<file path="config.mk">
export PLATFORM = sky130hd
export DESIGN_NAME = inst_fetch_flat
export DESIGN_NICKNAME = d
export VERILOG_FILES = /design/src/rtl/inst_fetch_pkg.sv /design/src/rtl/inst_fetch_if.sv /design/src/rtl/inst_fetch_skid_buffer.sv /design/src/rtl/inst_fetch.sv /design/src/flat_wrapper.sv
export SDC_FILE = /design/constraint.sdc
export NUM_CORES = 1
export LEC_CHECK = 0
export ABC_AREA = 1
export CORE_AREA = 4 4 137 139
export DETAILED_ROUTE_END_ITERATION = 7
export DIE_AREA = 0 0 141 143
export HOLD_SLACK_MARGIN = 0.08
export PLACE_DENSITY = 0.47
export SKIP_CTS_REPAIR_TIMING = 1
export SLEW_MARGIN = 25
export SYNTH_ARGS = -nofsm -noshare
export SYNTH_HDL_FRONTEND = slang
export SYNTH_SLANG_ARGS = --single-unit
</file>
<file path="constraint.sdc">
create_clock -name clock -period 1.65 [get_ports clock]
set_input_delay 0.4125 -clock clock [delete_from_list [all_inputs] [get_ports clock]]
set_output_delay 0.4125 -clock clock [all_outputs]
set_load 0.03 [all_outputs]
</file>
<file path="src/rtl/inst_fetch_pkg.sv">
// Shared definitions for the instruction-fetch stage: reset PC, bubble word,
// FSM encodings and PC arithmetic helpers.
package inst_fetch_pkg;

    localparam logic [31:0] RESET_PC = 32'h0000_0000;
    localparam logic [31:0] NOP_INST = 32'h0000_0000;

    typedef enum logic [1:0] {
        IF_BOOT = 2'd0,
        IF_RUN  = 2'd1,
        IF_HELD = 2'd2
    } if_state_e;

    function automatic logic [31:0] pc_plus4(input logic [31:0] pc);
        return pc + 32'd4;
    endfunction

    function automatic logic [31:0] word_align(input logic [31:0] addr);
        return {addr[31:2], 2'b00};
    endfunction

endpackage

</file>
<file path="src/rtl/inst_fetch_if.sv">
// Fetch-stage bus: hazard/EX controls, instruction memory handshake and the
// IF/ID pipeline register outputs. master = fetch stage, slave = environment.
interface inst_fetch_if;
    logic        Stall;
    logic        Redirect;
    logic [31:0] Redirect_PC;
    logic        IMem_Req;
    logic [31:0] IMem_Addr;
    logic        IMem_Ready;
    logic [31:0] IMem_Data;
    logic [31:0] IF_ID_Inst;
    logic [31:0] IF_ID_PC4;
    logic        IF_ID_Valid;

    modport master (
        input  Stall, Redirect, Redirect_PC, IMem_Ready, IMem_Data,
        output IMem_Req, IMem_Addr, IF_ID_Inst, IF_ID_PC4, IF_ID_Valid
    );

    modport slave (
        output Stall, Redirect, Redirect_PC, IMem_Ready, IMem_Data,
        input  IMem_Req, IMem_Addr, IF_ID_Inst, IF_ID_PC4, IF_ID_Valid
    );
endinterface

</file>
<file path="src/rtl/inst_fetch_skid_buffer.sv">
// One-entry fetch skid buffer (instruction + PC+4) with load, drain and clear;
// clear wins over load, load wins over drain.
module inst_fetch_skid_buffer (
    input  logic        clock,
    input  logic        reset,
    input  logic        i_load,
    input  logic        i_drain,
    input  logic        i_clear,
    input  logic [31:0] i_inst,
    input  logic [31:0] i_pc4,
    output logic        o_full,
    output logic [31:0] o_inst,
    output logic [31:0] o_pc4
);
    logic        r_full;
    logic [31:0] r_inst;
    logic [31:0] r_pc4;

    always_ff @(posedge clock or negedge reset) begin
        if (!reset) begin
            r_full <= 1'b0;
            r_inst <= 32'h0;
            r_pc4  <= 32'h0;
        end else if (i_clear) begin
            r_full <= 1'b0;
        end else if (i_load) begin
            r_full <= 1'b1;
            r_inst <= i_inst;
            r_pc4  <= i_pc4;
        end else if (i_drain) begin
            r_full <= 1'b0;
        end
    end

    assign o_full = r_full;
    assign o_inst = r_inst;
    assign o_pc4  = r_pc4;
endmodule

</file>
<file path="src/rtl/inst_fetch.sv">
// Instruction-fetch stage: PC, memory request and IF/ID register with stall,
// redirect and bubble insertion. Define IF_SKID_BUFFER_EN to fetch through stalls.
module inst_fetch
    import inst_fetch_pkg::*;
(
    input  logic         clock,
    input  logic         reset,
    inst_fetch_if.master bus
);
    // state   | meaning
    // IF_BOOT | one idle cycle after reset release, no request
    // IF_RUN  | fetching at r_pc
    // IF_HELD | skid holds a word fetched during a stall, request off
    if_state_e   r_state;
    logic [31:0] r_pc;
    logic [31:0] r_if_inst;
    logic [31:0] r_if_pc4;
    logic        r_if_valid;

    logic        w_req;
    logic        w_xfer;
    logic [31:0] w_pc4;

    assign w_pc4 = pc_plus4(r_pc);

`ifdef IF_SKID_BUFFER_EN
    logic        w_skid_full;
    logic [31:0] w_skid_inst;
    logic [31:0] w_skid_pc4;

    assign w_req = (r_state == IF_RUN) && !bus.Redirect;

    inst_fetch_skid_buffer u_skid (
        .clock   (clock),
        .reset   (reset),
        .i_load  (w_xfer && bus.Stall),
        .i_drain ((r_state == IF_HELD) && !bus.Stall),
        .i_clear (bus.Redirect),
        .i_inst  (bus.IMem_Data),
        .i_pc4   (w_pc4),
        .o_full  (w_skid_full),
        .o_inst  (w_skid_inst),
        .o_pc4   (w_skid_pc4)
    );
`else
    assign w_req = (r_state == IF_RUN) && !bus.Redirect && !bus.Stall;
`endif

    assign w_xfer = w_req && bus.IMem_Ready;

    always_ff @(posedge clock or negedge reset) begin
        if (!reset) begin
            r_state    <= IF_BOOT;
            r_pc       <= RESET_PC;
            r_if_inst  <= NOP_INST;
            r_if_pc4   <= 32'h0;
            r_if_valid <= 1'b0;
        end else if (bus.Redirect) begin
            r_state    <= IF_RUN;
            r_pc       <= word_align(bus.Redirect_PC);
            r_if_inst  <= NOP_INST;
            r_if_valid <= 1'b0;
        end else begin
            case (r_state)
                IF_BOOT: begin
                    r_state <= IF_RUN;
                    if (!bus.Stall) begin
                        r_if_inst  <= NOP_INST;
                        r_if_valid <= 1'b0;
                    end
                end
                IF_RUN: begin
                    if (w_xfer) r_pc <= w_pc4;
                    if (bus.Stall) begin
`ifdef IF_SKID_BUFFER_EN
                        if (w_xfer) r_state <= IF_HELD;
`endif
                    end else if (w_xfer) begin
                        r_if_inst  <= bus.IMem_Data;
                        r_if_pc4   <= w_pc4;
                        r_if_valid <= 1'b1;
                    end else begin
                        r_if_inst  <= NOP_INST;
                        r_if_valid <= 1'b0;
                    end
                end
`ifdef IF_SKID_BUFFER_EN
                IF_HELD: begin
                    if (!bus.Stall) begin
                        r_state    <= IF_RUN;
                        r_if_inst  <= w_skid_inst;
                        r_if_pc4   <= w_skid_pc4;
                        r_if_valid <= w_skid_full;
                    end
                end
`endif
                default: r_state <= IF_BOOT;
            endcase
        end
    end

    assign bus.IMem_Req    = w_req;
    assign bus.IMem_Addr   = r_pc;
    assign bus.IF_ID_Inst  = r_if_inst;
    assign bus.IF_ID_PC4   = r_if_pc4;
    assign bus.IF_ID_Valid = r_if_valid;
endmodule

</file>
<file path="src/flat_wrapper.sv">
// flat-port wrapper written by rule: the top's interface ports become plain ports
module inst_fetch_flat import inst_fetch_pkg::*;
  (clock, reset, bus_Stall, bus_Redirect, bus_Redirect_PC, bus_IMem_Ready, bus_IMem_Data, bus_IMem_Req, bus_IMem_Addr, bus_IF_ID_Inst, bus_IF_ID_PC4, bus_IF_ID_Valid);
  inst_fetch_if bus_i ();
  input  logic clock;
  input  logic reset;
  input wire logic [$bits(bus_i.Stall)-1:0] bus_Stall;
  input wire logic [$bits(bus_i.Redirect)-1:0] bus_Redirect;
  input wire logic [$bits(bus_i.Redirect_PC)-1:0] bus_Redirect_PC;
  input wire logic [$bits(bus_i.IMem_Ready)-1:0] bus_IMem_Ready;
  input wire logic [$bits(bus_i.IMem_Data)-1:0] bus_IMem_Data;
  output wire logic [$bits(bus_i.IMem_Req)-1:0] bus_IMem_Req;
  output wire logic [$bits(bus_i.IMem_Addr)-1:0] bus_IMem_Addr;
  output wire logic [$bits(bus_i.IF_ID_Inst)-1:0] bus_IF_ID_Inst;
  output wire logic [$bits(bus_i.IF_ID_PC4)-1:0] bus_IF_ID_PC4;
  output wire logic [$bits(bus_i.IF_ID_Valid)-1:0] bus_IF_ID_Valid;
  assign bus_i.Stall = bus_Stall;
  assign bus_i.Redirect = bus_Redirect;
  assign bus_i.Redirect_PC = bus_Redirect_PC;
  assign bus_i.IMem_Ready = bus_IMem_Ready;
  assign bus_i.IMem_Data = bus_IMem_Data;
  assign bus_IMem_Req = bus_i.IMem_Req;
  assign bus_IMem_Addr = bus_i.IMem_Addr;
  assign bus_IF_ID_Inst = bus_i.IF_ID_Inst;
  assign bus_IF_ID_PC4 = bus_i.IF_ID_PC4;
  assign bus_IF_ID_Valid = bus_i.IF_ID_Valid;
  inst_fetch u_core (.clock(clock), .reset(reset), .bus(bus_i));
endmodule
</file>
==> results.cfg, run 1 <==
[outcome]
status = complete, no violations

[die]
die_width_microns = 141
dieHeight_microns = 143
core_sq_um = 17700
dieArea_sq_um = 20200
initial_utilization = 0.246
rows = 49
ios = 167

[timing]
finalSetupTns_ns = 0
fin_crit_ns = 1.59
setup_viol = 0
grt_setup_unrepaired = true
finalClockSkew_ns = 0.0119
period_share = 0.966
max_freq_mhz = 628
maxSlewViolCount = 0
finalHoldViolCount = 0

[hold_path]
hold_path_end = u_core.bus.IF_ID_PC4[16]$_DFFE_PN0P_
worstHoldStart = u_core.bus.IF_ID_PC4[16]$_DFFE_PN0P_
hold_depth = 2
min_path_type = flip-flop to flip-flop

[drt]
drt-initial-drc-count = 199
wirelength_microns = 14700
post_drt_wl_per_cell_microns = 15.9
viasPerCell = 4.50
drt_pass1_iterations = 4
drc = 0
antenna_left = 0
vias = 4147

[worst_setup_path]
r2r-start = u_core.bus.IMem_Addr[2]$_DFFE_PN0P_
crit_fanout = 5
required_ns = 1.88
worstSetupStartpointType = flip-flop
r2r-end = u_core.bus.IMem_Addr[22]$_DFFE_PN0P_
r2r.worst_path.cells = 10
reg2reg_slack_ns = 0.06
crit_type = flip-flop to flip-flop
crit_arrival_ns = 1.82
worstSetupEndpointType = flip-flop

[pwr]
peakVddDrop_uv = 433
power_leakage_nw = 4.44
power.density_nw_per_um2 = 948

[cells_and_area]
drive_gt1_frac = 0.138
fillers = 1776
area_growth_syn_to_layout_pct = 64.3
final_nets = 755
final_util = 0.405

[yosys]
ys_top_cells_by_area = dfrtp_1 (54%), nand2_1 (16%), a32o_1 (7.4%), nand3_1 (3.7%), a22oi_1 (3.3%)
yosysWarnings = 0
synth_common_cells = nand2_1 (190), dfrtp_1 (94), nor2_1 (34)
ys_types = 25
synthCells = 497
synth-main-ff-cell = dfrtp_1
async_reset_ff_frac = 1.00
yosys.area.top_type = dfrtp_1
synth.avg_cell_area_sq_um = 8.75
ys_seq_area_frac = 0.541
synth_seq_cells = 94
yosys.area.top_type_share = 0.541
synth_edf_count = 0
synth.most_common_cell = nand2_1
syn_area_sq_um = 4350

[cts]
clkLatencyLatePin_ns = 0.35
cts_tree = done
cts_buffer_depth = 2
root_buffer = clkbuf_16
cts_buffers = 9
clock-sinks = 94
clk_pin_slew_ns = 0.07
cts.htree.levels = 3

[global_route]
grt_pass1_vias = 4306
grt_pass1_wl_microns = 23200
grt.overflow.total = 0
antenna_found_initial = 2
grt_max_degree = 36
grt_usage = 0.144

[placement]
hpwl_microns = 10800
numPortBuffers = 160
gp_congestion = 0.854

[job]
cap_violations = 0
power breakdown:
group          switching [mW]  leakage (nW)  total [mW]  internal, mW
logic                    1.06          3.08        1.86         0.797
clock network           0.944         0.153        2.17          1.23
registers               0.189          1.21        2.74          2.55
total                    2.20          4.44        6.78          4.58
final cells by class:
cell class,instances,area [sq um],area share
antenna,2,5.00,0.000700
clock buffer,10,239,0.0334
inverter,28,105,0.0147
timing repair buffer,200,2250,0.316
clock inverter,6,70.1,0.00981
tap,229,287,0.0401
sequential,94,2360,0.330
multi-input combinational,352,1830,0.256
cell families (layout without fill, tap and decap cells):
logic type                 Yosys count  count (layout)  share of synthesized area
DFF                                 94              94                      0.541
buffers and inverters               54             244                     0.0619
other                                2               7                    0.00173
adders and majority gates            1               1                    0.00288
and+or+nand+nor                    272             272                      0.253
AOI/OAI and AO/OA                   68              68                      0.127
xor gates and xnor gates             6               6                     0.0121
state kept, by name, summed over array words and instances (netlist names):
| signal | flops |
|---|---|
| u_core.bus.IF_ID_Inst | 32 |
| u_core.bus.IF_ID_PC4 | 30 |
| u_core.bus.IF_ID_Valid | 1 |
| u_core.bus.IMem_Addr | 30 |
| u_core.r_state | 1 |
layout by cell type (no fill, tap or decap), types with 2 or more instances in the layout:
cell,n
nand2_1,182
dlymetal6s2s_1,92
dfrtp_1,89
clkdlybuf4s50_1,63
a32o_1,32
nand3_1,32
buf_4,32
nor2_1,29
inv_1,25
a22oi_1,19
nand2_2,10
buf_12,10
o21ai_0,9
clkbuf_16,9
nor2_4,8
a21oi_1,6
nor2_2,5
conb_1,5
dfrtp_2,5
inv_2,3
xnor2_1,3
clkinv_4,3
diode_2,2
nand4_1,2
xor2_1,2
o211ai_1,2
buf_6,2
worst max path at each step:
stage          cells after the start                                   end                            startpoint
3_5_place_dp                      10  u_core.bus.IMem_Addr[14]$_DFFE_PN0P_                          bus_Redirect
2_1_floorplan                      8  u_core.bus.IMem_Addr[26]$_DFFE_PN0P_                             bus_Stall
4_1_cts                            1                     bus_IMem_Addr[17]  u_core.bus.IMem_Addr[17]$_DFFE_PN0P_
5_1_grt                           10  u_core.bus.IMem_Addr[22]$_DFFE_PN0P_   u_core.bus.IMem_Addr[2]$_DFFE_PN0P_
6_report                          10  u_core.bus.IMem_Addr[22]$_DFFE_PN0P_   u_core.bus.IMem_Addr[2]$_DFFE_PN0P_
3_3_place_gp                      10  u_core.bus.IMem_Addr[14]$_DFFE_PN0P_                          bus_Redirect
per-layer routing:
| metal | share of wire | up-vias | global-route usage | routed length (microns) |
|---|---|---|---|---|
| met1 | 0.43 | 1975 | 0.179 | 6310 |
| met3 | 0.088 | 10 | 0.0606 | 1300 |
| met4 | 0.0093 | 0 | 0.0352 | 137 |
| li1 | - | 2025 | - | - |
| met5 | 0 | - | 0 | 0 |
| met2 | 0.47 | 137 | 0.235 | 6920 |
critical path, stage by stage, from the launching register on:
cell and delay [ns]:
dfrtp_1 0.39, ha_2 0.20, nand2_2 0.07, nor2_4 0.20
nand2_4 0.13, nor2_4 0.17, nand2_1 0.07, nand2_1 0.06
nand2_1 0.06, nand2_2 0.08, nand2_1 0.05
per-stage QoR:
step / setup WS (ns) / power [mW] / hold slack [ns] / area [sq um] / instances
after floorplan: 0.0137 / 3.69 / 0.117 / 4360 / 500
after global placement: -0.182 / 4.69 / 0.377 / 6480 / 901
after detailed placement: -0.232 / 4.69 / 0.378 / 6480 / 901
after CTS: -0.313 / 6.91 / 0.00387 / 6790 / 917
after global routing: -0.0512 / 7.13 / 0.499 / 7150 / 921
final: 0.0566 / 6.78 / 0.479 / 7150 / 921
Note: power is estimated with default switching activity, not from simulation.
==> run 2: changes to the inputs <==
--- a/config.mk
+++ b/config.mk
@@ -6,11 +6,14 @@
 export NUM_CORES = 1
 export LEC_CHECK = 0
 export ABC_AREA = 1
+export CAP_MARGIN = 20
 export CORE_AREA = 4 4 137 139
 export DETAILED_ROUTE_END_ITERATION = 7
 export DIE_AREA = 0 0 141 143
+export GPL_TIMING_DRIVEN = 0
 export HOLD_SLACK_MARGIN = 0.08
 export PLACE_DENSITY = 0.47
+export SETUP_SLACK_MARGIN = 0.05
 export SKIP_CTS_REPAIR_TIMING = 1
 export SLEW_MARGIN = 25
 export SYNTH_ARGS = -nofsm -noshare
==> results.cfg, run 2 (synthesis results as in run 1) <==
[outcome]
status = complete, no violations

[drt]
antenna_left = 0
drt-initial-drc-count = 163
drc = 0
wirelength_microns = 15000
viasPerCell = 4.49
drt_pass1_iterations = 4
vias = 4099
post_drt_wl_per_cell_microns = 16.4

[placement]
gp_congestion = 0.858
placed_area_sq_um = 6270
hpwl_microns = 11200
numPortBuffers = 159

[timing]
maxSlewViolCount = 0
finalHoldViolCount = 0
slew_headroom = 0.615
max_freq_mhz = 647
timing.hold.ws_ns = 0.478
setup_viol = 0
period_share = 0.937
finalClockSkew_ns = 0.00922
fin_crit_ns = 1.55
grt_setup_unrepaired = true
worstMarginPinSlew_ns = 0.578

[cts]
cts_buffers = 9
clk_pin_slew_ns = 0.07
clock-sinks = 94
root_buffer = clkbuf_16
clkLatencyLatePin_ns = 0.35
cts.htree.levels = 3
cts_buffer_depth = 2
cts_tree = done

[worst_setup_path]
worstSetupEndpointType = output port
cp.buffers_inverters = 1
worstSetupStartpointType = flip-flop
crit_type = flip-flop to output port
worst_setup_path_startpoint = u_core.bus.IMem_Addr[30]$_DFFE_PN0P_
required_ns = 1.24
cp_cell_sequence = dlymetal6s2s_1
crit_fanout = 5
r2r-start = u_core.bus.IMem_Addr[2]$_DFFE_PN0P_
cpPeakStageDelay_ns = 0.46
cp_top_family = flip-flops
crit_slowest_cell = dfrtp_1
crit_arrival_ns = 1.13

[pwr]
peakVddDrop_uv = 575
power.density_nw_per_um2 = 986
power_leakage_nw = 4.23

[cells_and_area]
antenna_cells = 0
fillers = 1800
drive_gt1_frac = 0.154
final_cell_mix = nand2_1 (183), dlymetal6s2s_1 (81), dfrtp_1 (77)
final_cell_area_sq_um = 6950
area_growth_syn_to_layout_pct = 59.8
final_nets = 749
final_common_cell = nand2_1
largest_reg_flops = 32

[die]
dieHeight_microns = 143
dieArea_sq_um = 20200
die_width_microns = 141
ios = 167
core_sq_um = 17700
initial_utilization = 0.246
rows = 49

[global_route]
grt.overflow.total = 0
grt_pass1_wl_microns = 23300
grt_pass1_vias = 4249
grt_max_degree = 61
antenna_found_initial = 1
grt_usage = 0.148

[hold_path]
worstHoldStart = u_core.bus.IF_ID_PC4[22]$_DFFE_PN0P_
min_path_type = flip-flop to flip-flop

[job]
cap_violations = 0
## run 2: power by group
group / internal, mW / switching (mW)
logic: 0.708 / 1.03
registers: 2.56 / 0.225
clock network: 1.35 / 0.974
## run 2: worst paths after layout
kind	to	slack (ns)	cells past startpoint
setup reg to reg	u_core.bus.IF_ID_PC4[26]$_DFFE_PN0P_	0.13	10
hold / removal	u_core.bus.IF_ID_PC4[22]$_DFFE_PN0P_	0.48	2
setup / recovery	bus_IMem_Addr[30]	0.10	1
min in group asynchronous	u_core.bus.IF_ID_PC4[3]$_DFFE_PN0P_	0.51	2
max in group asynchronous	u_core.bus.IMem_Addr[22]$_DFFE_PN0P_	0.51	3
hold reg to reg	u_core.bus.IF_ID_PC4[22]$_DFFE_PN0P_	0.48	2
## run 2: layout make-up
| class | instances | area (sq um) | area share |
|---|---|---|---|
| repair buffers | 168 | 1820 | 0.261 |
| clock inverters | 7 | 104 | 0.0149 |
| well taps | 229 | 287 | 0.0412 |
| inverters | 28 | 108 | 0.0155 |
| clock buffers | 9 | 225 | 0.0324 |
| flip-flops and latches | 94 | 2370 | 0.342 |
| plain buffers | 26 | 164 | 0.0236 |
| multi-input cells | 352 | 1870 | 0.269 |
## run 2: layer usage
| layer | global-route usage | vias up | routed length (microns) |
|---|---|---|---|
| li1 | - | 2006 | - |
| met3 | 0.0640 | 19 | 1360 |
| met5 | 0 | - | 7 |
| met2 | 0.233 | 135 | 6840 |
| met1 | 0.187 | 1937 | 6550 |
| met4 | 0.0418 | 2 | 214 |
## run 2: metrics by stage
| step | std cells | setup WS (ns) | utilization | TNS, ns | total power [mW] |
|---|---|---|---|---|---|
| 6_report | 913 | 0.104 | 0.393 | 0 | 6.85 |
| 5_1_grt | 913 | 0.0269 | 0.393 | 0 | 7.20 |
| 4_1_cts | 905 | -0.771 | 0.374 | -25.23 | 6.97 |
| 3_5_place_dp | 889 | -0.766 | 0.355 | -37.75 | 4.61 |
| 3_3_place_gp | 888 | -3.87 | 0.354 | -366.50 | 4.59 |
| 2_1_floorplan | 500 | 0.0988 | - | 0 | 3.69 |
